**src/rtl/bcd_display_feeder.sv**
```systemverilog
// rtl/bcd_display_feeder.sv - sequential binary-to-BCD converter feeding the 4-digit seven-segment stage
`timescale 1ns/1ps
module bcd_display_feeder #(
    parameter int WIDTH         = 14,
    parameter bit BLANK_LEADING = 1'b1
) (
    input  logic             clk,
    input  logic             rst,
    input  logic             start,
    input  logic [WIDTH-1:0] bin,
    input  logic [3:0]       dp_sel,
    output logic             busy,
    output logic             done,
    output logic             overflow,
    output logic [15:0]      hexs,
    output logic [3:0]       points,
    output logic [3:0]       LEs
);

    typedef enum logic [1:0] {IDLE, SHIFT, LOAD} state_t;

    localparam logic [3:0] LES_RESET  = BLANK_LEADING ? 4'b1110 : 4'b0000;
    localparam logic [3:0] LAST_SHIFT = 4'(WIDTH - 1);

    state_t             state;
    state_t             state_nxt;
    logic [15+WIDTH:0]  sreg;
    logic [3:0]         cnt;
    logic [3:0]         dp_latched;
    logic               ovf_latched;
    logic               accept;
    logic               shifting;
    logic               loading;
    logic [15:0]        bcd_adj;
    logic [15:0]        bcd_res;
    logic [3:0]         les_res;

    always_ff @(posedge clk) begin
        if (rst) begin
            state <= IDLE;
        end else begin
            state <= state_nxt;
        end
    end

    always_comb begin
        state_nxt = state;
        case (state)
            IDLE:    if (start) state_nxt = SHIFT;
            SHIFT:   if (cnt == LAST_SHIFT) state_nxt = LOAD;
            LOAD:    state_nxt = IDLE;
            default: state_nxt = IDLE;
        endcase
    end

    always_comb begin
        busy     = (state != IDLE);
        accept   = (state == IDLE) && start;
        shifting = (state == SHIFT);
        loading  = (state == LOAD);
    end

    // Add-3 correction on every BCD nibble before the shift.
    always_comb begin
        bcd_adj = '0;
        for (int i = 0; i < 4; i++) begin
            if (sreg[WIDTH + 4*i +: 4] >= 4'd5) begin
                bcd_adj[4*i +: 4] = sreg[WIDTH + 4*i +: 4] + 4'd3;
            end else begin
                bcd_adj[4*i +: 4] = sreg[WIDTH + 4*i +: 4];
            end
        end
    end

    always_comb begin
        bcd_res = sreg[WIDTH +: 16];
        les_res = 4'b0000;
        if (ovf_latched) begin
            bcd_res = 16'hEEEE;
        end else if (BLANK_LEADING) begin
            les_res[3] = (bcd_res[15:12] == 4'd0);
            les_res[2] = les_res[3] && (bcd_res[11:8] == 4'd0);
            les_res[1] = les_res[2] && (bcd_res[7:4] == 4'd0);
        end
    end

    always_ff @(posedge clk) begin
        if (rst) begin
            sreg        <= '0;
            cnt         <= '0;
            dp_latched  <= '0;
            ovf_latched <= 1'b0;
            done        <= 1'b0;
            overflow    <= 1'b0;
            hexs        <= 16'h0000;
            points      <= 4'b0000;
            LEs         <= LES_RESET;
        end else begin
            done <= loading;
            if (accept) begin
                sreg        <= {16'h0000, bin};
                cnt         <= '0;
                dp_latched  <= dp_sel;
                ovf_latched <= (32'(bin) > 32'd9999);
            end else if (shifting) begin
                sreg <= {bcd_adj, sreg[WIDTH-1:0]} << 1;
                cnt  <= cnt + 4'd1;
            end
            // Result registers move together so the scanner never sees a mixed word.
            if (loading) begin
                hexs     <= bcd_res;
                LEs      <= les_res;
                points   <= dp_latched;
                overflow <= ovf_latched;
            end
        end
    end

endmodule

```
**config.mk**
```make
export PLATFORM = sky130hd
export DESIGN_NAME = bcd_display_feeder
export DESIGN_NICKNAME = d
export VERILOG_FILES = /design/src/rtl/bcd_display_feeder.sv
export SDC_FILE = /design/constraint.sdc
export NUM_CORES = 1
export LEC_CHECK = 0
export ABC_CLOCK_PERIOD_IN_PS = 4800
export BUFFER_PORTS_ARGS = -buffer_cell sky130_fd_sc_hd__buf_2
export CAP_MARGIN = 20
export CORE_UTILIZATION = 35
export DETAILED_ROUTE_END_ITERATION = 12
export HOLD_SLACK_MARGIN = 0.15
export PLACE_DENSITY = 0.62
export SYNTH_ARGS = -nofsm -noshare
export SYNTH_HDL_FRONTEND = slang
export SYNTH_SLANG_ARGS = --single-unit
```
**constraint.sdc**
```tcl
create_clock -name clk -period 4.8 [get_ports clk]
set_input_delay 0.24 -clock clk [delete_from_list [all_inputs] [get_ports clk]]
set_output_delay 0.24 -clock clk [all_outputs]
set_load 0.01 [all_outputs]
```
==> results of run 1 <==
placed cells by master (no fill, tap or decap), types with 9 or more instances in the layout:
cell type and n:
ha_1 13, buf_2 46, nor2_1 58, inv_1 11, a21oi_1 29, nor3_1 44
nand2_1 29, clkbuf_8 9, o21ai_0 9, o22a_1 9, dfxtp_1 66
repair_timing:
item,in CTS,in global routing
setup endpoints to repair,0,0
hold endpoints to repair,5,0
hold buffers,5,0
through the flow:
step           util, %  hold slack, ns
2_1_floorplan        -           0.376
3_3_place_gp      38.9           0.440
3_5_place_dp      38.9           0.444
4_1_cts           41.9           0.173
5_1_grt           41.9           0.164
6_report          41.9           0.184
critical path, cell delays in order, from the launching register on:
cell and delay (ns):
dfxtp_1 0.72, nand2b_1 0.71, nor3_1 0.42, a21oi_1 0.07, nor2_1 0.11
final cells by class:
type | count | area, um2
fillers | 868 | 4800
well taps | 105 | 131
clock buffers | 9 | 124
inverters | 11 | 41.3
flip-flops and latches | 66 | 1320
clock inverters | 7 | 68.8
repair buffers | 53 | 295
multi-input cells | 257 | 1480
metal layers:
metal / GRT usage, % / part of all wire [%]
met5: 0 / 0
met4: 6.69 / 1.7
met3: 4.27 / 4.0
met2: 25.3 / 45
met1: 18.8 / 49
where the power goes:
part	leakage [uW]	internal, uW	total [uW]	switching [uW]
clock network	0.0000954	239	464	225
logic	0.000787	42.6	106	63.4
registers	0.000537	565	579	13.7
total	0.00142	846	1150	302
synth_stat cells (3+ instances only):
| master | count | share of area (%) |
|---|---|---|
| a211oi_1 | 7 | 1.8 |
| a21oi_1 | 29 | 4.8 |
| a22o_1 | 4 | 1.2 |
| a31oi_1 | 3 | 0.63 |
| a41oi_1 | 3 | 0.88 |
| buf_2 | 13 | 2.2 |
| buf_4 | 3 | 0.75 |
| clkbuf_1 | 10 | 1.3 |
| dfxtp_1 | 66 | 44 |
| ha_1 | 13 | 5.4 |
| inv_1 | 11 | 1.4 |
| mux2i_1 | 5 | 1.7 |
| nand2_1 | 29 | 3.6 |
| nand2b_1 | 7 | 1.5 |
| nand3_1 | 7 | 1.2 |
| nor2_1 | 58 | 7.3 |
| nor2b_1 | 6 | 1.3 |
| nor3_1 | 44 | 7.4 |
| nor3b_1 | 3 | 0.75 |
| o21ai_0 | 9 | 1.5 |
| o22a_1 | 9 | 2.6 |
| o22ai_1 | 4 | 0.84 |
state kept, by name (all words and copies together) (netlist names):
signal,count
cnt,4
overflow,1
LEs,3
state,2
sreg,30
hexs,16
ovf_latched,1
done,1
dp_latched,4
points,4
kinds of logic after synthesis:
group                      count (synthesis)  share of synthesized area (%)
buffers and inverters                     41                           6.60
AOI/OAI and AO/OA                         73                           16.4
adders and majority gates                 13                           5.43
xor gates and xnor gates                   3                          0.877
and+or+nand+nor                          162                           24.8
DFF                                       66                           44.1
muxes                                      5                           1.67
other                                      1                          0.125
final timing paths:
kind | endpoint | cells after the start | slack (ns) | start
hold reg to reg | points[2] | 2 | 0.46 | dp_latched[2]
setup reg to reg | hexs[0] | 4 | 2.70 | state[1]
hold / removal | ovf_latched | 3 | 0.18 | bin[13]
setup / recovery | hexs[0] | 4 | 2.70 | state[1]
==> results_dict.tcl, run 1 <==
set metrics [dict create \
    row_count 33 \
    post-place-ws_ns 2.72 \
    drt_iter0_markers 79 \
    gp_congestion 0.777 \
    synth-seq-cells 66 \
    power_density_nw_per_um2 332 \
    fin_crit_sh_pct 43.7 \
    areaGrowthSynthToFinish_pct 15.5 \
    final.min_clock_period_ns 2.10 \
    grt_pass1_wl_um 10700 \
    crit_fanout 29 \
    dieArea_um2 8930 \
    route.final.wire_length_um 6520 \
    ir_worst_vdd_mv 0.111 \
    postSynthNetCount 398 \
    finalSetupViolations 0 \
    grt_max_degree 54 \
    synth_edf_count 0 \
    hold_path.class "in -> reg" \
    clk_pin_slew_ns 0.08 \
    avgSynthCellArea_um2 8.23 \
    wl_per_cell_um 12.8 \
    max_freq_mhz 476 \
    dp.cells 487 \
    outcome "completed" \
    fin_nets 432 \
    ys_seq_area_share_pct 44.1 \
    drtPass1Iterations 4 \
    synthArstFlopShare_pct 0 \
    finClkSkew_ns 0.00714 \
    die_h_um 94.5 \
    critPathLaunchType "register" \
    cp.required_ns 5.08 \
    cts_root_buf "clkbuf_8" \
    arrival_ns 2.38 \
    setup_tns_ns 0 \
    max-cap-violations 0 \
    grt_use_total_pct 15.4 \
    antenna_cells 0 \
    power_uw 1150 \
    drive_gt1_share_pct 16.4 \
    hold_violations 0 \
    cts_buffers 9 \
    fin_cells 508 \
    post_cts.resized_instances 0 \
    rsz0062_at_grt "no" \
    ios 48 \
    via_per_inst 5.01 \
    report.final.slew_viol_count 0 \
    p_leak_uw 0.00142 \
    start_util_pct 36.3 \
    ant_nets 0 \
    dpl-instance-area_um2 3220 \
    die_w_um 94.5 \
    cts_setup_buffers 0 \
    clock-sinks 66 \
    stdcell_area_um2 3460 \
    synth_flop_cell "dfxtp_1" \
    worstSetupPathType "reg -> reg" \
    routed-via-count 2544 \
    slew_headroom_pct 29.4 \
    antenna_found_initial 0 \
    critPathCaptureType "register" \
    tightestPinTransition_ns 1.06 \
    htreeDepth 3 \
    core_area_um2 8260 \
    worst_slack_ns 2.70 \
    hpwl_um 4160 \
    yosys_warnings 0 \
    synthCells 364 \
    synthesis.area_um2 3000 \
    port_buffers 46 \
    insertion_delay_ns 0.35 \
    grt_pass1_vias 2413 \
    ys_types 40 \
    overflow 0 \
    drc 0 \
    cts_tree "yes" \
    clockBufferDepth 2 \
]
(Power assumes the default switching activity.)
==> run 2: changes to the inputs <==
--- a/config.mk
+++ b/config.mk
@@ -5,7 +5,8 @@
 export SDC_FILE = /design/constraint.sdc
 export NUM_CORES = 1
 export LEC_CHECK = 0
-export ABC_CLOCK_PERIOD_IN_PS = 4800
+export ABC_AREA = 1
+export ABC_CLOCK_PERIOD_IN_PS = 2200
 export BUFFER_PORTS_ARGS = -buffer_cell sky130_fd_sc_hd__buf_2
 export CAP_MARGIN = 20
 export CORE_UTILIZATION = 35
==> constraint.sdc (replaced) <==
create_clock -name clk -period 2.2 [get_ports clk]
set_input_delay 0.11 -clock clk [delete_from_list [all_inputs] [get_ports clk]]
set_output_delay 0.11 -clock clk [all_outputs]
set_load 0.01 [all_outputs]
==> run 2 against run 1 <==
Synthesized cell count increased by 14%. Non-clock buffer count up 21. Combinational power grew to 3.1 times the previous value. Utilization grew 3.8 points. Area after synthesis is 0.71% lower. Via count grew 7.5%. Register-to-register slack worse by 2.4 ns. Global-route usage up 1.5 points.
==> results_dict.tcl, run 2 <==
set metrics [dict create \
    die_w_um 94.2 \
    synth_flop_cell "dfxtp_1" \
    fillCellCount 832 \
    synth-seq-cells 66 \
    yosys_warnings 0 \
    drc 0 \
    areaGrowthSynthToFinish_pct 26.3 \
    tightestPinTransition_ns 0.526 \
    port_buffers 46 \
    fin_nets 515 \
    clk_pin_slew_ns 0.07 \
    overflow 0 \
    grt_use_total_pct 16.9 \
    ys_types 24 \
    worst_slack_ns 0.282 \
    core_area_um2 8220 \
    final.min_clock_period_ns 1.92 \
    final_cell_mix "nand2_1 (105), dfxtp_1 (66), buf_2 (46)" \
    largest_reg_flops 30 \
    fin_crit_sh_pct 87.2 \
    start_util_pct 36.2 \
    ir_worst_vdd_mv 0.478 \
    rsz0062_at_grt "no" \
    antenna_cells 0 \
    synth.most_common_cell "nand2_1" \
    outcome "completed" \
    grt_pass1_wl_um 11600 \
    ios 48 \
    post_cts.resized_instances 0 \
    critPathLaunchType "register" \
    wl_per_cell_um 11.6 \
    arrival_ns 2.20 \
    synthDominantCellAreaShare_pct 44.4 \
    insertion_delay_ns 0.34 \
    clockBufferDepth 2 \
    power_density_nw_per_um2 763 \
    drtPass1Iterations 4 \
    synth_edf_count 0 \
    setup_tns_ns 0 \
    cts_buffers 9 \
    max_freq_mhz 522 \
    p_leak_uw 0.00179 \
    finalSetupViolations 0 \
    ant_nets 0 \
    drt_iter0_markers 109 \
    synth_common_cells "nand2_1 (105), dfxtp_1 (66), inv_1 (44), a21oi_1 (42), nand3_1 (36)" \
    clock-sinks 66 \
    slew_headroom_pct 64.9 \
    via_per_inst 4.63 \
    postSynthNetCount 448 \
    gp_congestion 0.797 \
    hold_path.class "in -> reg" \
    post-place-ws_ns 0.731 \
    cts_root_buf "clkbuf_8" \
    final_common_cell "nand2_1" \
    cp.required_ns 2.48 \
    dieArea_um2 8870 \
    grt_max_degree 29 \
    row_count 33 \
    antenna_found_initial 0 \
    synthCells 414 \
    report.final.slew_viol_count 0 \
    avgSynthCellArea_um2 7.18 \
    synthArstFlopShare_pct 0 \
    routed-via-count 2735 \
    finClkSkew_ns 0.00932 \
    critPathCaptureType "register" \
    hpwl_um 4720 \
    synthesis.area_um2 2970 \
    ys_seq_area_share_pct 44.4 \
    drive_gt1_share_pct 16.5 \
    die_h_um 94.2 \
    synth.area.top_cells "dfxtp_1 (44%), nand2_1 (13%), a21oi_1 (7.1%)" \
    crit_fanout 13 \
    route.final.wire_length_um 6850 \
    largest-register "sreg" \
    hold_violations 0 \
    max-cap-violations 0 \
    worstSetupPathType "reg -> reg" \
    grt_pass1_vias 2583 \
    htreeDepth 3 \
    yosys.area.top_type "dfxtp_1" \
    reg_top3 "sreg: 30 flops, hexs: 16 flops" \
    cts_tree "yes" \
]
## run 2: path summary, 6_finish.rpt
check,from,to,slack (ns),depth (start not counted)
max,state[1],sreg[5],0.28,7
min,start,sreg[0],0.25,5
max reg2reg,state[1],sreg[5],0.28,7
min reg2reg,hexs[8],hexs[8],0.46,2
## run 2: per-layer routing
layer | track usage [%] | share of wire [%]
met5 | 0 | 0
met4 | 4.23 | 0.67
met3 | 5.42 | 4.4
met2 | 28.7 | 48
met1 | 20.4 | 47
## run 2: cell type report
type,count,area [um2],share of cell area (%)
multi-input cells,282,1380,36.7
flip-flops and latches,66,1320,35.2
repair buffers,74,493,13.1
inverters,48,180,4.80
clock buffers,10,138,3.67
well taps,105,131,3.50
clock inverters,6,114,3.03
## run 2: what timing repair did
action | in CTS | in global routing
buffers inserted | 0 | 0
endpoints found under the hold margin | 19 | 0
hold buffers | 21 | 0
## run 2: worst max-delay path, stage by stage (launching register included)
cell,delay (ns)
dfxtp_1,0.33
inv_1,0.07
nand2_1,0.11
inv_2,0.11
nor2_2,0.45
a21oi_1,0.14
nor2_1,0.10
dlygate4sd3_1,0.55
## run 2: kinds of logic after synthesis
logic type	share of synthesized area [%]
AOI/OAI and AO/OA	13.6
xor gates and xnor gates	0.295
adders and majority gates	5.47
buffers and inverters	9.26
DFF	44.4
other	0.126
and+or+nand+nor	26.8
## run 2: power breakdown
group / switching, uW / internal, uW
logic: 197 / 126
registers: 36.7 / 1240
clock network: 479 / 785
total: 714 / 2150
## run 2: stage by stage
stage	cell area, um2	power, uW	hold WS, ns	instances	util [%]
2_1_floorplan	2970	1510	0.207	414	-
3_3_place_gp	3290	1590	0.314	554	40.1
3_5_place_dp	3290	1590	0.312	554	40.1
4_1_cts	3750	2890	0.241	591	45.7
5_1_grt	3750	3010	0.256	591	45.7
6_report	3750	2870	0.255	591	45.7
==> run 3: changes to the inputs <==
--- a/config.mk
+++ b/config.mk
@@ -5,7 +5,6 @@
 export SDC_FILE = /design/constraint.sdc
 export NUM_CORES = 1
 export LEC_CHECK = 0
-export ABC_AREA = 1
 export ABC_CLOCK_PERIOD_IN_PS = 2200
 export BUFFER_PORTS_ARGS = -buffer_cell sky130_fd_sc_hd__buf_2
 export CAP_MARGIN = 20
==> run 3 against run 2 <==
Power is 11% lower. Count of clock-buffer cells in the layout stayed put. Design area is 5.7% lower. Sequential cell count stayed put. Highest routed layer unchanged. Setup slack better by 0.17 ns. Combinational power is 24% lower. Critical endpoint is now sreg[23]. Maximum frequency is 10% higher.
==> results_dict.tcl, run 3 (synthesis results as in run 1) <==
set metrics [dict create \
    htreeDepth 3 \
    path_delay_family "compound AO/OA/AOI/OAI gates" \
    cts_tree "yes" \
    port_buffers 46 \
    grt_max_degree 47 \
    final_cell_mix "dfxtp_1 (66), nor2_1 (58), buf_2 (46)" \
    overflow 0 \
    clockBufferDepth 2 \
    areaGrowthSynthToFinish_pct 18.3 \
    worst_slack_ns 0.456 \
    fin_crit_sh_pct 79.3 \
    largest_reg_flops 30 \
    post_cts.resized_instances 0 \
    finClkSkew_ns 0.00982 \
    r2r_cells 6 \
    fin_cells 517 \
    largest-register "sreg" \
    slowest_delay_ns 0.42 \
    ant_nets 0 \
    routed-via-count 2584 \
    slew_headroom_pct 56.4 \
    row_count 33 \
    drt_iter0_markers 92 \
    clk_pin_slew_ns 0.08 \
    outcome "completed" \
    die_w_um 94.5 \
    hold_path_depth 5 \
    die_h_um 94.5 \
    arrival_ns 2.00 \
    max-cap-violations 0 \
    critPathSlowestCell "a2111oi_0" \
    finalSetupViolations 0 \
    wl_per_cell_um 12.7 \
    critPathLaunchType "register" \
    r2r_slack_ns 0.46 \
    hp-start "bin[11]" \
    p_leak_uw 0.00147 \
    setup_tns_ns 0 \
    dieArea_um2 8930 \
    worstSetupPathType "reg -> reg" \
    via_per_inst 5.00 \
    regToRegStartpoint "sreg[22]" \
    antenna_found_initial 0 \
    path_cells "inv_1 -> ha_1 -> or2b_1 -> a2111oi_0 -> a41oi_1 -> a21oi_1" \
    insertion_delay_ns 0.34 \
    final_util_pct 42.9 \
    final_common_cell "dfxtp_1" \
    ios 48 \
    gp_congestion 0.821 \
    fin_nets 441 \
    grt_use_total_pct 15.3 \
    drtPass1Iterations 4 \
    rsz0062_at_grt "no" \
    worst-path-buf-inv 1 \
    cp.required_ns 2.46 \
    hpwl_um 4380 \
    final.min_clock_period_ns 1.74 \
    start_util_pct 36.3 \
    tightestPinTransition_ns 0.654 \
    grt_pass1_wl_um 10600 \
    hold_violations 0 \
    grt_pass1_vias 2290 \
    hold-path-endpoint "ovf_latched" \
    clock-sinks 66 \
    ir_worst_vdd_mv 0.333 \
    crit_fanout 7 \
    reg_top3 "sreg: 30 flops, hexs: 16 flops" \
    critPathCaptureType "register" \
    dp.cells 494 \
    report.final.slew_viol_count 0 \
    drc 0 \
    r2r_end "sreg[23]" \
    max_freq_mhz 573 \
    drive_gt1_share_pct 17.7 \
    route.final.wire_length_um 6590 \
    core_area_um2 8260 \
    cts_setup_buffers 0 \
    antenna_cells 0 \
    power_density_nw_per_um2 719 \
    post-place-ws_ns 0.491 \
    power_uw 2550 \
    hold_path.class "in -> reg" \
    ctsHoldBuffers 7 \
    cts_buffers 9 \
    cts_root_buf "clkbuf_8" \
]
-- run 3: cell types whose count changed in the layout (fill, tap and decap cells not counted), moves of 5 or more --
| cell | delta |
|---|---|
| nand3_1 | -29 |
| nor3_1 | +41 |
| nor2b_1 | +6 |
| a21oi_1 | -13 |
| o22a_1 | +9 |
| a211oi_1 | +7 |
| nand2b_1 | +7 |
| inv_1 | -33 |
| dlygate4sd3_1 | -14 |
| nand2_1 | -76 |
| o21ai_0 | -23 |
| nor2_1 | +23 |
| mux2i_1 | +5 |
-- run 3: how the worst max path moves through the flow --
stage,cells past startpoint,slack [ns],startpoint,endpoint
global placement,6,0.58,sreg[22],sreg[23]
CTS,6,0.46,sreg[22],sreg[23]
floorplan,6,0.68,sreg[22],sreg[23]
detailed placement,6,0.49,sreg[22],sreg[23]
global route,6,0.31,sreg[22],sreg[23]
finish,6,0.46,sreg[22],sreg[23]
-- run 3: layout make-up --
type	instances	area [um2]
Sequential cell	66	1320
Fill cell	837	4720
Clock inverter	6	66.3
Clock buffer	10	138
Timing Repair Buffer	62	368
Multi-Input combinational cell	257	1480
Tap cell	105	131
Inverter	11	41.3
-- run 3: per-stage QoR --
step / hold slack, ns / instance area, um2
2_1_floorplan: 0.246 / 3000
3_3_place_gp: 0.354 / 3270
3_5_place_dp: 0.363 / 3270
4_1_cts: 0.180 / 3540
5_1_grt: 0.214 / 3540
6_report: 0.191 / 3540
-- run 3: tightest hold or removal path, cell delays in order --
cell,delay [ns]
buf_2,0.09
nor2_1,0.04
o21ai_0,0.07
nand4b_1,0.12
nand2_1,0.07
-- run 3: routing by layer --
metal | share of wire (%) | track usage (%) | vias up
met4 | 2.2 | 8.59 | 0
met5 | 0 | 0 | -
met1 | 50 | 19.8 | 1184
met2 | 44 | 23.9 | 46
met3 | 3.0 | 2.98 | 13
li1 | - | - | 1341
-- run 3: power breakdown --
group / switching [uW] / leakage (uW) / internal [uW]
clock network: 485 / 0.000106 / 556
logic: 143 / 0.000829 / 103
registers: 27.5 / 0.000537 / 1230
